<file path="src/rtl/alu_ctrl.sv">
// alu_ctrl: command-side initiator for a 16-bit combinational ALU.
// Accepts one op per command handshake, drives the ALU operands/opcode,
// waits EXEC_CYCLES settle cycles, captures out/hi/flags and presents them on
// a response handshake. An accumulator lets ops chain without resending A.
//
// Parameters:
//   EXEC_CYCLES  ALU settle cycles before capture (>=1)
//   ACC_INIT     reset value of the accumulator and the hi register
// Ports:
//   clk, rst                      clock, asynchronous active-high reset
//   cmd_valid/cmd_ready           command handshake
//   cmd_op, cmd_use_acc           ALU opcode, take A from the accumulator
//   cmd_a, cmd_b                  operands
//   alu_a, alu_b, alu_ins         registered drive to the ALU
//   alu_out, alu_hi, alu_flags    ALU results {div_err, overflow, carry}
//   rsp_valid/rsp_ready           response handshake
//   rsp_data, rsp_hi, rsp_flags   captured results
//   acc                           accumulator
// Optional (macro ALU_CTRL_STICKY_FLAGS_EN):
//   flags_clr     clears sticky_flags (wins over a same-cycle capture)
//   sticky_flags  OR of all captured flags since reset/clear
module alu_ctrl #(
  parameter int unsigned EXEC_CYCLES = 1,
  parameter logic [15:0] ACC_INIT    = 16'h0000
) (
  input  logic        clk,
  input  logic        rst,
  input  logic        cmd_valid,
  output logic        cmd_ready,
  input  logic [3:0]  cmd_op,
  input  logic        cmd_use_acc,
  input  logic [15:0] cmd_a,
  input  logic [15:0] cmd_b,
  output logic [15:0] alu_a,
  output logic [15:0] alu_b,
  output logic [3:0]  alu_ins,
  input  logic [15:0] alu_out,
  input  logic [15:0] alu_hi,
  input  logic [2:0]  alu_flags,
  output logic        rsp_valid,
  input  logic        rsp_ready,
  output logic [15:0] rsp_data,
  output logic [15:0] rsp_hi,
  output logic [2:0]  rsp_flags,
`ifdef ALU_CTRL_STICKY_FLAGS_EN
  input  logic        flags_clr,
  output logic [2:0]  sticky_flags,
`endif
  output logic [15:0] acc
);

  typedef enum logic [1:0] {IDLE, EXEC, RESP} state_t;

  localparam int unsigned   CW   = $clog2(EXEC_CYCLES + 1) + 1;
  localparam logic [CW-1:0] LAST = CW'(EXEC_CYCLES);

  state_t        state;
  logic [CW-1:0] cnt;
  logic          capture;
  logic          op_ok;
  logic [15:0]   cap_data;
  logic [2:0]    cap_flags;

  // The counter advances on each EXEC edge and capture happens on the edge
  // after it reaches EXEC_CYCLES, giving accept->rsp_valid of EXEC_CYCLES+1.
  always_comb begin
    capture   = (state == EXEC) && (cnt == LAST);
    op_ok     = (alu_ins != 4'd0) && (alu_ins <= 4'd9);
    cap_data  = op_ok ? alu_out : '0;
    cap_flags = op_ok ? alu_flags : '0;
  end

  always_ff @(posedge clk or posedge rst) begin
    if (rst) begin
      state     <= IDLE;
      cnt       <= '0;
      cmd_ready <= 1'b1;
      rsp_valid <= 1'b0;
      rsp_data  <= '0;
      rsp_flags <= '0;
      rsp_hi    <= ACC_INIT;
      acc       <= ACC_INIT;
      alu_a     <= '0;
      alu_b     <= '0;
      alu_ins   <= '0;
    end else begin
      case (state)
        IDLE: begin
          if (cmd_valid && cmd_ready) begin
            alu_a     <= cmd_use_acc ? acc : cmd_a;
            alu_b     <= cmd_b;
            alu_ins   <= cmd_op;
            cnt       <= '0;
            cmd_ready <= 1'b0;
            state     <= EXEC;
          end
        end
        EXEC: begin
          if (capture) begin
            rsp_data  <= cap_data;
            rsp_flags <= cap_flags;
            if (op_ok) acc <= alu_out;
            if (alu_ins == 4'd3) rsp_hi <= alu_hi;
            alu_ins   <= '0;
            rsp_valid <= 1'b1;
            state     <= RESP;
          end else begin
            cnt <= cnt + 1'b1;
          end
        end
        RESP: begin
          if (rsp_ready) begin
            rsp_valid <= 1'b0;
            cmd_ready <= 1'b1;
            state     <= IDLE;
          end
        end
        default: begin
          state     <= IDLE;
          cmd_ready <= 1'b1;
          rsp_valid <= 1'b0;
          alu_ins   <= '0;
        end
      endcase
    end
  end

`ifdef ALU_CTRL_STICKY_FLAGS_EN
  always_ff @(posedge clk or posedge rst) begin
    if (rst)            sticky_flags <= '0;
    else if (flags_clr) sticky_flags <= '0;
    else if (capture)   sticky_flags <= sticky_flags | cap_flags;
  end
`endif

endmodule
</file>
<file path="config.mk">
export PLATFORM = sky130hd
export DESIGN_NAME = alu_ctrl
export DESIGN_NICKNAME = d
export VERILOG_FILES = /design/src/rtl/alu_ctrl.sv
export SDC_FILE = /design/constraint.sdc
export NUM_CORES = 1
export LEC_CHECK = 0
export ABC_AREA = 1
export CAP_MARGIN = 20
export CELL_PAD_IN_SITES_DETAIL_PLACEMENT = 1
export CELL_PAD_IN_SITES_GLOBAL_PLACEMENT = 1
export CORE_MARGIN = 4
export CORE_UTILIZATION = 30
export CTS_CLUSTER_DIAMETER = 120
export CTS_CLUSTER_SIZE = 20
export DETAILED_ROUTE_END_ITERATION = 8
export GPL_ROUTABILITY_DRIVEN = 0
export GPL_TIMING_DRIVEN = 1
export PLACE_DENSITY = 0.88
export SLEW_MARGIN = 10
export SYNTH_ARGS = -nofsm -noshare
export SYNTH_HDL_FRONTEND = slang
export SYNTH_SLANG_ARGS = --single-unit
</file>
<file path="constraint.sdc">
create_clock -name clk -period 5.65 [get_ports clk]
set_clock_uncertainty 0.05 [all_clocks]
set_input_delay 1.695 -clock clk [delete_from_list [all_inputs] [get_ports clk]]
set_output_delay 1.695 -clock clk [all_outputs]
set_load 0.05 [all_outputs]
</file>
== After elaboration in Yosys (flattened, before gate mapping) ==
Cells that the tools add are included.
Word-level totals
  flip-flop bits (word level): 93
  output and inout bits: 89
Operators by class
  eq/ne operators: 8
  reduce and logical (&&, ||, !) cells: 15
  magnitude comparators: 1
  bitwise operators: 3
  $add $sub $neg: 1
  multiplexer cells: 19
Operators with widths (number)
  $mux W16: 2
  $reduce_and A3 Y1: 7
  $pmux W4 S3: 1
  $mux W2: 5
  $mux W4: 2
  $ne A2 B2 Y1 const B: 4
  $pmux W1 S3: 2
  $pmux W2 S3: 1
  $eq A2 B1 Y1 const B: 2
  $eq A4 B2 Y1 const B: 1
  $le A4 B4 Y1 const B: 1
  $mux W1: 4
  $pmux W2 S2: 1
  $reduce_and A2 Y1: 2
  $reduce_bool A4 Y1: 1
  $logic_and A1 B1 Y1: 3
  $mux W3: 1
  $not A1 Y1: 3
  $add A2 B1 Y2 const B: 1
  $eq A2 B2 Y1 const B: 1
  $logic_not A2 Y1: 1
  $reduce_bool A2 Y1: 1

== Logic depth before layout (Yosys ltp) ==
  word-level depth: 4
  gate-level depth with buffers: 9

== Worst setup path after synthesis ==
OpenSTA, ideal clock, no wires.
  path type: reg2out
  start: register alu_ins[3]
  end: output port alu_ins[3]
  buffers on the path: 0
  path slack: 3.206 ns
  stages on the path, launching flop included: 1
  arrival time: 0.699 ns
  cells stage by stage: dfrtp_1
RTL lines
  from (decl): line 36  | output logic [3:0] alu_ins,
  from (signal assigned): line 92  | alu_ins <= cmd_op;
No word-level cell between the ends.

== Worst setup path in the final report ==
  start: register cmd_ready
  end: output port cmd_ready
RTL lines
  from (decl): line 29  | output logic cmd_ready,
  from (signal assigned): line 77  | cmd_ready <= 1'b1;
  from (signal assigned): line 94  | cmd_ready <= 1'b0;
  from (signal assigned): line 114  | cmd_ready <= 1'b1;
No word-level cell between the ends.

==> impl_metrics.toml <==
[logic_synthesis]
synth_area_leader_cell = "dfrtp_1"
ys_ff_latch = 93
synth_common_cells = "237 x nand2_1, 92 x dfrtp_1, 21 x inv_1, 18 x nand3_1, 17 x o21ai_0"
synth_top_area_share_pct = 57.6
yosys_warnings = 0
synth_ff_type = "dfrtp_1"
synth_area_sq_um = 4000
seq_area_frac_synth_pct = 58.3
synthCells = 453
synth.most_common_cell = "nand2_1"
async_reset_ff_share_pct = 100
avgSynthCellArea_sq_um = 8.82
synthTopCellsByArea = "dfrtp_1 58%, nand2_1 22%, nand4_2 3.1%"
synth_edf_count = 0
syn_nets = 530
synthDistinctLibCells = 24

[clock_network]
cts_resized = 0
clkTransAtPathRegs_ns = 0.06
clockBufferDepth = 2
cts_htree_levels = 3
cts_made_buffers = 9
clkSinkCount = 93
root_buffer = "clkbuf_16"
clkLatencyLatePin_ns = 0.33
cts_tree = "built"
post-cts-setup-buffers = 0
ctsHoldBuffers = 0

[finish]
fillCellCount = 1534
antenna_cells = 0
final_net_count = 686
drive_gt1_share_pct = 6.84
area_growth_pct = 50.8

[global_routing]
grt_max_degree = 66
grt_pass1_wl_mm = 21.2
antenna_found_initial = 0
grt_pass1_vias = 4164
gr-total-overflow = 0
track_usage_pct = 17.8

[floorplan]
rows = 41
io-pin-count = 165
die_y_um = 123
core_area_sq_um = 12800
dieArea_sq_um = 15200
die_x_um = 123
initial_core_util_pct = 31.2

[routing]
wirelength_met1_mm = 5.12
ant_nets = 0
wire_per_inst_um = 16.9
dr.pass1.iters = 4
vias = 3658
route.met3.wl_um = 898
routed.top_layer = "met4"
drc = 0
drt_iter0_markers = 162
wirelength_mm = 13.3
vias_per_cell = 4.65
wl_met2_mm = 7.01

[critical_path]
critPathSlowestCell = "clkdlybuf4s50_1"
crit_arrival_ns = 1.67
setup.worst_path.start_class = "flip-flop"
path_cells = "clkdlybuf4s50_1"
crit_family = "buffers and inverters"
slowest_delay_ns = 0.80
path_class = "flip-flop to output pin"
path_buf_inv = 1
crit_path_end_kind = "output pin"
worst_ep_required_time_ns = 3.90
crit_path_max_fanout = 3

[timing]
setup_viol = 0
fmax_ghz = 0.293
slew_violations = 0
min_period_ns = 3.42
relSlewSlack_pct = 32.0
rsz0062_at_grt = "no"
fin_tns_setup_ns = 0
timing.final.crit_share_pct = 60.5
tightest_slew_ns = 1.02
hold_viol = 0
fin_ws_ns = 2.23

[power]
p_leak_nw = 2.93
power_w = 0.00407
p_per_area_nw_per_um2 = 676
ir_drop_mv = 0.292

[min_path]
min_path_type = "flip-flop to flip-flop"

[placed_design]
hpwl_mm = 9.71
io_buffer_count = 164
post-place-ws_ns = 1.87

[outcome]
status = "finished clean"

[job]
drv_cap = 0
worst min-delay path, stage by stage (launching register included):
cell	delay (ns)
dfrtp_1	0.34
nand2_1	0.05
nand2_1	0.05
path summary, 6_finish.rpt:
| path | start | endpoint | slack, ns | cells past startpoint |
|---|---|---|---|---|
| max | cmd_ready$_DFFE_PP1P_ | cmd_ready | 2.23 | 1 |
| min | alu_b[2]$_DFFE_PP0P_ | alu_b[2]$_DFFE_PP0P_ | 0.43 | 2 |
| max reg2reg | alu_ins[3]$_DFFE_PP0P_ | acc[14]$_DFFE_PP0P_ | 3.45 | 5 |
| min reg2reg | alu_b[2]$_DFFE_PP0P_ | alu_b[2]$_DFFE_PP0P_ | 0.43 | 2 |
| max in group asynchronous | rst | cmd_ready$_DFFE_PP1P_ | 2.77 | 3 |
| min in group asynchronous | rst | alu_b[13]$_DFFE_PP0P_ | 1.83 | 2 |
kinds of logic (layout without fill, tap and decap cells):
group	Yosys count	after routing	share of synthesized area (%)
simple gates	291	291	32.2
flops	93	93	58.3
buf+inv	47	208	6.48
compound gates	21	21	2.72
fa+ha+maj	1	1	0.313
layout make-up:
cell class,count,area (sq um),share of cell area (%)
Sequential cell,93,2330,38.6
Timing Repair Buffer,167,1680,27.9
Multi-Input combinational cell,313,1410,23.4
Clock buffer,12,246,4.09
Tap cell,172,215,3.57
Inverter,25,96.3,1.60
Clock inverter,4,47.5,0.789
flip-flops by register name, indices dropped and copies added (netlist names):
name,count
cmd_ready,1
rsp_data,16
cnt,2
alu_ins,4
alu_a,16
alu_b,16
state,2
rsp_flags,3
acc,16
rsp_hi,16
rsp_valid,1
through the flow:
stage | cell area (sq um) | hold WS, ns | std cells | utilization [%]
global route | 6030 | 0.463 | 786 | 47.0
CTS | 6000 | 0.429 | 785 | 46.8
detailed placement | 5710 | 0.414 | 769 | 44.5
floorplan | 4000 | 0.418 | 453 | -
finish | 6030 | 0.429 | 786 | 47.0
global placement | 5710 | 0.405 | 769 | 44.5
cells in the final DEF, fill, tap and decap left out, types with 2 or more instances in the layout:
cell,n
clkbuf_1,2
nor2_1,4
inv_2,4
clkinv_2,2
nand2_1,237
nand2_2,3
o21ai_1,3
clkdlybuf4s50_1,164
dfrtp_1,92
clkbuf_16,9
buf_4,2
nand4_1,9
nand3_1,18
nand3b_1,5
o21ai_0,17
inv_1,20
nand4_2,10
per-layer routing:
| layer | vias to the layer above | GRT usage, % |
|---|---|---|
| li1 | 1732 | - |
| met1 | 1789 | 19.9 |
| met2 | 117 | 32.7 |
| met3 | 20 | 5.08 |
| met4 | 0 | 5.54 |
| met5 | - | 0 |
power breakdown:
part	total [W]	internal (W)	switching (W)	leakage, nW
clock network	0.000606	0.000354	0.000252	0.143
registers	0.00118	0.000966	0.000217	1.11
logic	0.00228	0.000702	0.00158	1.67
total	0.00407	0.00202	0.00205	2.93
Note: power is estimated with default switching activity, not from simulation.
